`config.mk`:
```
export PLATFORM = sky130hd
export DESIGN_NAME = hazard_ctrl_flat
export DESIGN_NICKNAME = d
export VERILOG_FILES = /design/src/rtl/hazard_ctrl_if.sv /design/src/rtl/hazard_ctrl.sv /design/src/flat_wrapper.sv
export SDC_FILE = /design/constraint.sdc
export NUM_CORES = 1
export LEC_CHECK = 0
export CAP_MARGIN = 10
export CORE_MARGIN = 5
export CORE_UTILIZATION = 41
export DETAILED_ROUTE_END_ITERATION = 10
export PLACE_DENSITY = 0.81
export SYNTH_ARGS = -nofsm -noshare
export SYNTH_HDL_FRONTEND = slang
export SYNTH_SLANG_ARGS = --single-unit
```
`constraint.sdc`:
```
create_clock -name clk -period 1.9 [get_ports clk]
set_clock_uncertainty 0.05 [all_clocks]
set_input_delay 0.19 -clock clk [delete_from_list [all_inputs] [get_ports clk]]
set_output_delay 0.19 -clock clk [all_outputs]
set_load 0.01 [all_outputs]
```
`src/rtl/hazard_ctrl_if.sv`:
```
// ---------------------------------------------------------------------------
// hazard_ctrl_if
// Bundles every non-clock signal between the pipeline datapath and the
// hazard/stall controller.
//   master : pipeline side. Drives the decode/execute operand info, cache busy
//            flags and perf_clr. Receives the register enables, flushes,
//            fetch_valid, the FSM state and the performance counters.
//   slave  : hazard_ctrl side (directions are the mirror image of master).
// Parameters:
//   REG_ADDR_WIDTH : register index width
//   CNT_WIDTH      : performance counter width
// ---------------------------------------------------------------------------
interface hazard_ctrl_if #(
    parameter int REG_ADDR_WIDTH = 5,
    parameter int CNT_WIDTH      = 16
);
    logic                      valid_d;
    logic [REG_ADDR_WIDTH-1:0] rs1_d;
    logic [REG_ADDR_WIDTH-1:0] rs2_d;
    logic                      uses_rs1_d;
    logic                      uses_rs2_d;
    logic                      valid_e;
    logic [REG_ADDR_WIDTH-1:0] rd_e;
    logic                      load_e;
    logic                      redirect_e;
    logic                      imiss;
    logic                      dmiss;
    logic                      perf_clr;

    logic                      en_pc;
    logic                      en_d;
    logic                      en_e;
    logic                      en_m;
    logic                      flush_d_n;
    logic                      flush_e_n;
    logic                      fetch_valid;
    logic [1:0]                state;
    logic [CNT_WIDTH-1:0]      stall_cnt;
    logic [CNT_WIDTH-1:0]      flush_cnt;

    modport master (
        output valid_d, rs1_d, rs2_d, uses_rs1_d, uses_rs2_d,
        output valid_e, rd_e, load_e, redirect_e,
        output imiss, dmiss, perf_clr,
        input  en_pc, en_d, en_e, en_m, flush_d_n, flush_e_n, fetch_valid,
        input  state, stall_cnt, flush_cnt
    );

    modport slave (
        input  valid_d, rs1_d, rs2_d, uses_rs1_d, uses_rs2_d,
        input  valid_e, rd_e, load_e, redirect_e,
        input  imiss, dmiss, perf_clr,
        output en_pc, en_d, en_e, en_m, flush_d_n, flush_e_n, fetch_valid,
        output state, stall_cnt, flush_cnt
    );
endinterface

```
`src/rtl/hazard_ctrl.sv`:
```
// ---------------------------------------------------------------------------
// hazard_ctrl
// Pipeline hazard and stall controller for the cache-equipped 5-stage core.
// Each cycle it decides whether the PC, fetch/decode, decode/execute and
// execute/memory registers advance, hold or are flushed, based on a load-use
// check, taken redirects in execute and the I/D-cache busy flags. It also
// remembers a redirect that arrived during an I-cache miss so the stale
// instruction returned by that miss is dropped, and keeps saturating
// stall/flush counters.
// Ports:
//   clk : clock
//   rst : asynchronous, active-high reset
//   bus : hazard_ctrl_if.slave
//         inputs  valid_d, rs1_d, rs2_d, uses_rs1_d, uses_rs2_d, valid_e,
//                 rd_e, load_e, redirect_e, imiss, dmiss, perf_clr
//         outputs en_pc, en_d, en_e, en_m (1 = advance), flush_d_n,
//                 flush_e_n (active-low flush), fetch_valid, state,
//                 stall_cnt, flush_cnt
// ---------------------------------------------------------------------------
module hazard_ctrl #(
    parameter int REG_ADDR_WIDTH = 5,
    parameter int CNT_WIDTH      = 16
) (
    input  logic         clk,
    input  logic         rst,
    hazard_ctrl_if.slave bus
);

    typedef enum logic [1:0] {
        RUN       = 2'd0,
        DSTALL    = 2'd1,
        LU_BUBBLE = 2'd2,
        IWAIT     = 2'd3
    } state_t;

    state_t                    state_q;
    state_t                    state_d;
    logic                      squashPending_q;
    logic                      squashPending_d;
    logic [CNT_WIDTH-1:0]      stallCnt_q;
    logic [CNT_WIDTH-1:0]      stallCnt_d;
    logic [CNT_WIDTH-1:0]      flushCnt_q;
    logic [CNT_WIDTH-1:0]      flushCnt_d;

    logic [REG_ADDR_WIDTH-1:0] rs1D;
    logic [REG_ADDR_WIDTH-1:0] rs2D;
    logic [REG_ADDR_WIDTH-1:0] rdE;
    logic                      rs1Hit;
    logic                      rs2Hit;
    logic                      loadUse;
    logic                      redirectTaken;

    logic                      enPc;
    logic                      enD;
    logic                      enE;
    logic                      enM;
    logic                      flushDN;
    logic                      flushEN;
    logic                      fetchValid;
    logic                      flushInc;

    assign rs1D = bus.rs1_d;
    assign rs2D = bus.rs2_d;
    assign rdE  = bus.rd_e;

    // Load-use detection: a load in execute whose nonzero destination is read
    // by the real instruction in decode. x0 is never a dependency because it
    // always reads as zero regardless of what the load writes.
    always_comb begin
        rs1Hit        = bus.uses_rs1_d && (rs1D == rdE);
        rs2Hit        = bus.uses_rs2_d && (rs2D == rdE);
        loadUse       = bus.valid_e && bus.load_e && (rdE != '0) &&
                        bus.valid_d && (rs1Hit || rs2Hit);
        redirectTaken = bus.redirect_e && bus.valid_e;
    end

    // Control decision and next-state logic. The rules are evaluated in strict
    // priority order: a D-cache miss freezes everything (a pending redirect
    // simply waits in the frozen execute stage), then a taken redirect, then
    // the load-use bubble, then the I-cache miss bubble, else normal flow.
    // The squash flag is only cleared on a cycle where fetch data is really
    // returned (imiss = 0) and consumed, so the stale miss result is dropped
    // exactly once. While reset is held every control output is forced low.
    always_comb begin
        enPc            = 1'b1;
        enD             = 1'b1;
        enE             = 1'b1;
        enM             = 1'b1;
        flushDN         = 1'b1;
        flushEN         = 1'b1;
        fetchValid      = 1'b0;
        flushInc        = 1'b0;
        state_d         = RUN;
        squashPending_d = squashPending_q;

        if (rst) begin
            enPc    = 1'b0;
            enD     = 1'b0;
            enE     = 1'b0;
            enM     = 1'b0;
            flushDN = 1'b0;
            flushEN = 1'b0;
            state_d = RUN;
        end else if (bus.dmiss) begin
            enPc    = 1'b0;
            enD     = 1'b0;
            enE     = 1'b0;
            enM     = 1'b0;
            state_d = DSTALL;
        end else if (redirectTaken) begin
            flushDN         = 1'b0;
            flushEN         = 1'b0;
            flushInc        = 1'b1;
            squashPending_d = bus.imiss;
            state_d         = bus.imiss ? IWAIT : RUN;
        end else if (loadUse) begin
            enPc    = 1'b0;
            enD     = 1'b0;
            flushEN = 1'b0;
            state_d = LU_BUBBLE;
        end else if (bus.imiss) begin
            enPc    = 1'b0;
            state_d = IWAIT;
        end else begin
            fetchValid      = ~squashPending_q;
            squashPending_d = 1'b0;
            state_d         = RUN;
        end
    end

    // FSM state and squash flag registers.
    always_ff @(posedge clk or posedge rst) begin
        if (rst) begin
            state_q         <= RUN;
            squashPending_q <= 1'b0;
        end else begin
            state_q         <= state_d;
            squashPending_q <= squashPending_d;
        end
    end

    // Performance counter next values. A clear wins over an increment in the
    // same cycle, and both counters stick at all-ones instead of wrapping so
    // a long run never reports a misleadingly small number.
    always_comb begin
        stallCnt_d = stallCnt_q;
        flushCnt_d = flushCnt_q;
        if (bus.perf_clr) begin
            stallCnt_d = '0;
            flushCnt_d = '0;
        end else begin
            if (!enPc && (stallCnt_q != '1)) begin
                stallCnt_d = stallCnt_q + 1'b1;
            end
            if (flushInc && (flushCnt_q != '1)) begin
                flushCnt_d = flushCnt_q + 1'b1;
            end
        end
    end

    // Performance counter registers.
    always_ff @(posedge clk or posedge rst) begin
        if (rst) begin
            stallCnt_q <= '0;
            flushCnt_q <= '0;
        end else begin
            stallCnt_q <= stallCnt_d;
            flushCnt_q <= flushCnt_d;
        end
    end

    assign bus.en_pc       = enPc;
    assign bus.en_d        = enD;
    assign bus.en_e        = enE;
    assign bus.en_m        = enM;
    assign bus.flush_d_n   = flushDN;
    assign bus.flush_e_n   = flushEN;
    assign bus.fetch_valid = fetchValid;
    assign bus.state       = state_q;
    assign bus.stall_cnt   = stallCnt_q;
    assign bus.flush_cnt   = flushCnt_q;

endmodule

```
`src/flat_wrapper.sv`:
```
// flat-port wrapper written by rule: the top's interface ports become plain ports
module hazard_ctrl_flat 
#(
    parameter int REG_ADDR_WIDTH = 5,
    parameter int CNT_WIDTH      = 16
)
  (clk, rst, bus_valid_d, bus_rs1_d, bus_rs2_d, bus_uses_rs1_d, bus_uses_rs2_d, bus_valid_e, bus_rd_e, bus_load_e, bus_redirect_e, bus_imiss, bus_dmiss, bus_perf_clr, bus_en_pc, bus_en_d, bus_en_e, bus_en_m, bus_flush_d_n, bus_flush_e_n, bus_fetch_valid, bus_state, bus_stall_cnt, bus_flush_cnt);
  hazard_ctrl_if #(.REG_ADDR_WIDTH(REG_ADDR_WIDTH), .CNT_WIDTH(CNT_WIDTH)) bus_i ();
  input  logic clk;
  input  logic rst;
  input wire logic [$bits(bus_i.valid_d)-1:0] bus_valid_d;
  input wire logic [$bits(bus_i.rs1_d)-1:0] bus_rs1_d;
  input wire logic [$bits(bus_i.rs2_d)-1:0] bus_rs2_d;
  input wire logic [$bits(bus_i.uses_rs1_d)-1:0] bus_uses_rs1_d;
  input wire logic [$bits(bus_i.uses_rs2_d)-1:0] bus_uses_rs2_d;
  input wire logic [$bits(bus_i.valid_e)-1:0] bus_valid_e;
  input wire logic [$bits(bus_i.rd_e)-1:0] bus_rd_e;
  input wire logic [$bits(bus_i.load_e)-1:0] bus_load_e;
  input wire logic [$bits(bus_i.redirect_e)-1:0] bus_redirect_e;
  input wire logic [$bits(bus_i.imiss)-1:0] bus_imiss;
  input wire logic [$bits(bus_i.dmiss)-1:0] bus_dmiss;
  input wire logic [$bits(bus_i.perf_clr)-1:0] bus_perf_clr;
  output wire logic [$bits(bus_i.en_pc)-1:0] bus_en_pc;
  output wire logic [$bits(bus_i.en_d)-1:0] bus_en_d;
  output wire logic [$bits(bus_i.en_e)-1:0] bus_en_e;
  output wire logic [$bits(bus_i.en_m)-1:0] bus_en_m;
  output wire logic [$bits(bus_i.flush_d_n)-1:0] bus_flush_d_n;
  output wire logic [$bits(bus_i.flush_e_n)-1:0] bus_flush_e_n;
  output wire logic [$bits(bus_i.fetch_valid)-1:0] bus_fetch_valid;
  output wire logic [$bits(bus_i.state)-1:0] bus_state;
  output wire logic [$bits(bus_i.stall_cnt)-1:0] bus_stall_cnt;
  output wire logic [$bits(bus_i.flush_cnt)-1:0] bus_flush_cnt;
  assign bus_i.valid_d = bus_valid_d;
  assign bus_i.rs1_d = bus_rs1_d;
  assign bus_i.rs2_d = bus_rs2_d;
  assign bus_i.uses_rs1_d = bus_uses_rs1_d;
  assign bus_i.uses_rs2_d = bus_uses_rs2_d;
  assign bus_i.valid_e = bus_valid_e;
  assign bus_i.rd_e = bus_rd_e;
  assign bus_i.load_e = bus_load_e;
  assign bus_i.redirect_e = bus_redirect_e;
  assign bus_i.imiss = bus_imiss;
  assign bus_i.dmiss = bus_dmiss;
  assign bus_i.perf_clr = bus_perf_clr;
  assign bus_en_pc = bus_i.en_pc;
  assign bus_en_d = bus_i.en_d;
  assign bus_en_e = bus_i.en_e;
  assign bus_en_m = bus_i.en_m;
  assign bus_flush_d_n = bus_i.flush_d_n;
  assign bus_flush_e_n = bus_i.flush_e_n;
  assign bus_fetch_valid = bus_i.fetch_valid;
  assign bus_state = bus_i.state;
  assign bus_stall_cnt = bus_i.stall_cnt;
  assign bus_flush_cnt = bus_i.flush_cnt;
  hazard_ctrl #(.REG_ADDR_WIDTH(REG_ADDR_WIDTH), .CNT_WIDTH(CNT_WIDTH)) u_core (.clk(clk), .rst(rst), .bus(bus_i));
endmodule
```
-- Yosys cells after proc, flatten, opt, wreduce, memory -nomap -nowiden
Cells that the tools add are included.
- $add $sub $neg: 2
- eq/ne operators: 6
- mux-type cells: 37
- bitwise operators: 3
- reduce and logical (&&, ||, !) cells: 15
- operators by type and width (kind ; number):
    16-bit two-way mux ; 4
    16-bit by 1-bit adder with 16-bit output, second input constant ; 2
    16-bit != test, second input constant ; 2
    1-bit two-way mux ; 28
    5-bit equality test ; 2
    2-bit two-way mux ; 5
    1-bit logical AND ; 9
    5-bit nonzero test ; 1
    4-bit AND reduction ; 1
    2-bit nonzero test ; 2
    1-bit inverter ; 3
    2-bit by 1-bit != test with 1-bit output, second input constant ; 1
    2-bit != test, second input constant ; 1
    1-bit zero test ; 1
    1-bit logical OR ; 1
- flip-flop bits (word level): 35
- bits of input ports: 26
- output and inout port bits: 41
- word-level logic and storage cells: 67

-- Depth between registers and ports, before layout
Gate-level depths: netlist of run 1.
- word-level depth: 12
- depth in mapped cells: 11
- gate-level depth less buffers: 7

-- Worst setup path after synthesis of run 1
OpenSTA, ideal clock, no wires.
- path kind: reg2reg
- from: reg u_core.stallCnt_q[0] (netlist: u_core.bus.stall_cnt[0])
- to: reg u_core.stallCnt_q[1] (netlist: u_core.bus.stall_cnt[1])
- setup time: 0.133 ns
- arrival: 1.982 ns
- data required time: 1.717 ns
- setup slack: -0.265 ns
- cell stages (with the launch flop): 11
- path buffers: 3
- clock period less this slack: 2.165 ns
- path through: dfrtp_1 ha_1 nand2_1 or3_4 o21ai_2 and2_4 buf_6 buf_12 buf_12 mux2i_1 nor2_1
- cells in the longest elaborated chain, start to end: 3
- elaborated cells on any way between the ends: 6
- classes of those cells: 1 x add/sub; 1 x eq/ne; 2 x mux; 2 x reduce/logical
- RTL lines (what ; RTL line ; source):
    start: declaration ; hazard_ctrl.sv:40 ; logic [CNT_WIDTH-1:0] stallCnt_q;
    start signal: assignment ; hazard_ctrl.sv:167 ; stallCnt_q <= stallCnt_d;
    16-bit by 1-bit adder with 16-bit output / 16-bit != test (equally long branches) ; hazard_ctrl.sv:153, hazard_ctrl.sv:152 ;
    16-bit two-way mux / 1-bit logical AND (equally long branches) ; hazard_ctrl.sv:152 ; if (!enPc && (stallCnt_q != '1)) begin
    16-bit two-way mux / 2-bit nonzero test (equally long branches) ; -- ;
Parallel ways exist; a longest one is shown, timed or not. The select of a mux whose other input is x is not followed.
A chain may end at the register's enable or synchronous reset.

-- Worst setup path after layout of run 1
- from: in bus_valid_e
- to: reg u_core.stallCnt_q[13] (netlist: u_core.bus.stall_cnt[13])
- cells in the longest elaborated chain, start to end: 11
- elaborated cells on any way between the ends: 12
- classes of those cells: 4 x mux; 8 x reduce/logical
- RTL lines (what ; RTL line ; source):
    start: declaration ; flat_wrapper.sv:16 ; input wire logic [$bits(bus_i.valid_e)-1:0] bus_valid_e;
    1-bit logical AND (3 in series) ; hazard_ctrl.sv:72 ; loadUse = bus.valid_e && bus.load_e && (rdE != '0) &&
    1-bit logical AND ; hazard_ctrl.sv:73 ; bus.valid_d && (rs1Hit || rs2Hit);
    1-bit two-way mux ; hazard_ctrl.sv:116 ; end else if (loadUse) begin
    1-bit two-way mux (*) ; hazard_ctrl.sv:110 ; end else if (redirectTaken) begin
    1-bit two-way mux (*) ; hazard_ctrl.sv:104 ; end else if (bus.dmiss) begin
    1-bit two-way mux (*) ; hazard_ctrl.sv:96 ; if (rst) begin
    1-bit zero test (*) ; hazard_ctrl.sv:152 ;
    1-bit logical AND (*) ; hazard_ctrl.sv:152 ;
    2-bit nonzero test (no line) (*) ; -- ;
Mark *: on every way between the ends. The rest lies on a longest branch, timed or not.

==> results of run 1 <==
==> routing by layer <==
| layer | share of wire | wire length [microns] | global-route usage | vias up |
|---|---|---|---|---|
| li1 | - | - | - | 1018 |
| met1 | 0.41 | 2440 | 0.227 | 1031 |
| met2 | 0.52 | 3120 | 0.326 | 55 |
| met3 | 0.045 | 266 | 0.0426 | 11 |
| met4 | 0.020 | 121 | 0.0878 | 0 |
| met5 | 0 | 0 | 0 | - |
==> state kept, by name (all words and copies together), names as in the netlist <==
name,count
u_core.bus.flush_cnt,16
u_core.bus.stall_cnt,16
u_core.bus.state,2
u_core.squashPending_q,1
==> worst max path at each step <==
stage,from,endpoint,slack (ns),cells past startpoint
3_3_place_gp,bus_rd_e[1],u_core.bus.stall_cnt[3],-0.42,9
4_1_cts,u_core.bus.stall_cnt[3],u_core.bus.stall_cnt[6],-0.002,7
5_1_grt,u_core.bus.stall_cnt[9],u_core.bus.stall_cnt[10],-0.1,8
2_1_floorplan,u_core.bus.stall_cnt[4],u_core.bus.stall_cnt[1],-0.20,11
3_5_place_dp,bus_rd_e[4],u_core.bus.stall_cnt[6],-0.50,8
6_report,bus_valid_e,u_core.bus.stall_cnt[13],-0.03,8
==> timing repair <==
action | CTS | global route
buffers inserted | 4 | 4
resized for setup | 27 | 17
gates cloned | 1 | 1
pin swaps | 18 | 16
endpoints found under the setup margin | 19 | 28
==> placed cells by master (no fill, tap or decap), drive strengths merged, types with 3 or more instances in the layout <==
cell type      Yosys  layout
buf                6      55
clkdlybuf4s50      0      46
dfrtp             35      35
nor2              24      24
a21oi             22      22
dlygate4sd2        0      17
nand2             16      16
xnor2             15      15
nand4             13      13
nand3             12      12
o21ai             11      11
or3               10      10
xor2               9       9
clkbuf             6       8
o31ai              7       7
or4                7       7
inv                4       4
and4               3       3
and2               2       3
and3               3       3
==> synthesized netlist by cell type, drive strengths merged (2+ instances only) <==
library cell / count / area share
nor3: 2 / 0.0049
a21oi: 22 / 0.058
inv: 4 / 0.0074
dfrtp: 35 / 0.43
nand3: 12 / 0.036
buf: 6 / 0.037
xor2: 9 / 0.039
nand4: 13 / 0.043
and3: 3 / 0.0092
and2: 2 / 0.0074
ha: 2 / 0.012
clkbuf: 6 / 0.011
and4: 3 / 0.013
o21ai: 11 / 0.029
or3: 10 / 0.033
or4: 7 / 0.026
nand2: 16 / 0.030
nor2: 24 / 0.044
xnor2: 15 / 0.065
mux2i: 2 / 0.0099
o31ai: 7 / 0.026
==> critical path: stages <==
cell             delay (ns)
clkdlybuf4s50_1        0.50
nand3_1                0.09
a21oi_1                0.18
buf_4                  0.16
nand4_4                0.11
and2_4                 0.21
or4_4                  0.53
a21oi_2                0.14
==> per-stage QoR <==
step,utilization,area [sq um],setup TNS [ns],cells,hold WS [ns]
3_5_place_dp,0.639,3040,-10.71,385,0.504
4_1_cts,0.665,3160,-0.00210,398,0.346
2_1_floorplan,-,2050,-2.18,218,0.199
3_3_place_gp,0.639,3040,-8.88,385,0.480
5_1_grt,0.681,3240,-1.28,403,0.384
6_report,0.681,3240,-0.0415,403,0.349
==> power by group through the flow <==
stage	registers (W)	logic (W)	clock network, W
after floorplan	0.000789	0.000111	0
after global placement	0.000779	0.000263	0
after detailed placement	0.000780	0.000271	0
after CTS	0.000766	0.000266	0.000542
after global routing	0.000767	0.000293	0.000579
final	0.000767	0.000270	0.000536
==> area by class of cell <==
class | instances | area (sq um) | share of cell area
repair buffers | 121 | 1050 | 0.325
inverters | 4 | 15.0 | 0.00464
clock inverters | 1 | 5.00 | 0.00155
well taps | 67 | 83.8 | 0.0259
multi-input cells | 168 | 1120 | 0.347
clock buffers | 7 | 76.3 | 0.0236
flip-flops and latches | 35 | 882 | 0.273
==> cell families (layout without fill, tap and decap cells) <==
family                     after synthesis  after routing  synth area share
AOI/OAI and AO/OA                       45             45             0.134
xor gates and xnor gates                24             24             0.103
adders and majority gates                2              2            0.0123
buffers and inverters                   16            133            0.0554
DFF                                     35             35             0.431
muxes                                    2              2           0.00985
and+or+nand+nor                         94             95             0.254
==> impl_metrics.csv, run 1 <==
group,metric,value,unit
yosys,ys_seq_elements,35,
sta,max_freq,0.517,GHz
drt,num_vias,2115,
floorplanning,die_y,80.4,microns
finish,area_growth,59.3,%
power,cellPowerDensity,486,nW/um^2
placed_design,place.gp.congestion,0.835,
worst_setup_path,arrival,2.11,ns
power,switching_share,0.264,
worst_setup_path,regToRegStartpoint,"u_core.bus.stall_cnt[3]",
drt,totalWireLength,5.95,mm
drt,vias_per_cell,5.25,
floorplanning,die_area,6460,sq um
run,maxCapViolCount,0,
clocking,postCtsHoldBufs,0,
clocking,clk_latency,0.29,ns
worst_setup_path,r2r_cells,7,
clocking,cts_buffers,5,
clocking,cts.path.max_buffers,2,
global_route,grt_pass1_vias,2121,
yosys,ys.flop_type,"dfrtp_1",
yosys,syn-num-nets,246,
power,p_int,0.00116,W
sta,rsz0062_at_grt,"true",
sta,min_period,1.93,ns
global_route,grt_overflow,0,
global_route,antenna_found_initial,0,
worst_setup_path,cp_max_fo,8,
sta,slew_viol_final,0,
placed_design,io_buffers,66,
clocking,cts.sinks,35,
drt,drc,0,
floorplanning,initial_core_util,0.427,
clocking,htree_levels,2,
run_status,violations,"negative setup slack",
floorplanning,coreArea,4750,sq um
power,sequentialPowerShare,0.487,
yosys,syn_avg_cell_area,9.32,sq um
yosys,synth_edf_count,0,
sta,relSlewSlack,0.743,
worst_setup_path,worstPathRequired,2.08,ns
finish,nFillCells,381,
clocking,clock-root-buffer,"clkbuf_8",
power,p_comb_frac,0.172,
power,clkPwrFrac,0.341,
global_route,track_usage,0.191,
sta,tightest_slew,0.386,ns
power,peakVddDrop,0.000327,V
worst_setup_path,path_class,"input pin to flip-flop",
worst_setup_path,rr_endpoint,"u_core.bus.stall_cnt[13]",
power,p_switching,0.000416,W
clocking,cts_tree,"done",
placed_design,place_ws,-0.500,ns
floorplanning,die_width,80.4,microns
clocking,clkTransAtPathRegs,0.07,ns
global_route,grt_first_pass_wirelength,9.60,mm
yosys,ys_types,39,
drt,drt_iter0_markers,118,
placed_design,dp_hpwl,4.23,mm
power,power.total,0.00157,W
floorplanning,io_pins,67,
finish,drive_gt1_frac,0.283,
sta,setup_slack,-0.0330,ns
sta,fin_crit_sh,1.02,
drt,antenna_left,0,
min_path,min_path_type,"input pin to asynchronous set/reset pin",
run_status,status,"complete, but fails checks",
sta,hold_violations,0,
worst_setup_path,reg2reg_slack,-0.03,ns
global_route,grt_max_degree,33,
worst_setup_path,startpoint_type,"input pin",
yosys,synthArstFlopShare,1.00,
finish,nNetsFinal,363,
power,power.leakage,1.34,nW
sta,setup_viol,5,
yosys,syn_inst,218,
floorplanning,fp-row-count,25,
yosys,seq_area_frac_synth,0.431,
drt,firstDrtPassIters,5,
worst_setup_path,end_kind,"flip-flop",
finish,diodes,0,
yosys,synth_warnings,0,
yosys,synth_area,2030,sq um
drt,post_drt_wl_per_cell,14.8,microns
Note: power is estimated with default switching activity, not from simulation.
==> run 2, diff against run 1 <==
- SLEW_MARGIN: unset -> 10
==> results of run 2 <==
The final DEF is identical to that of run 1; final timing and power are the same.
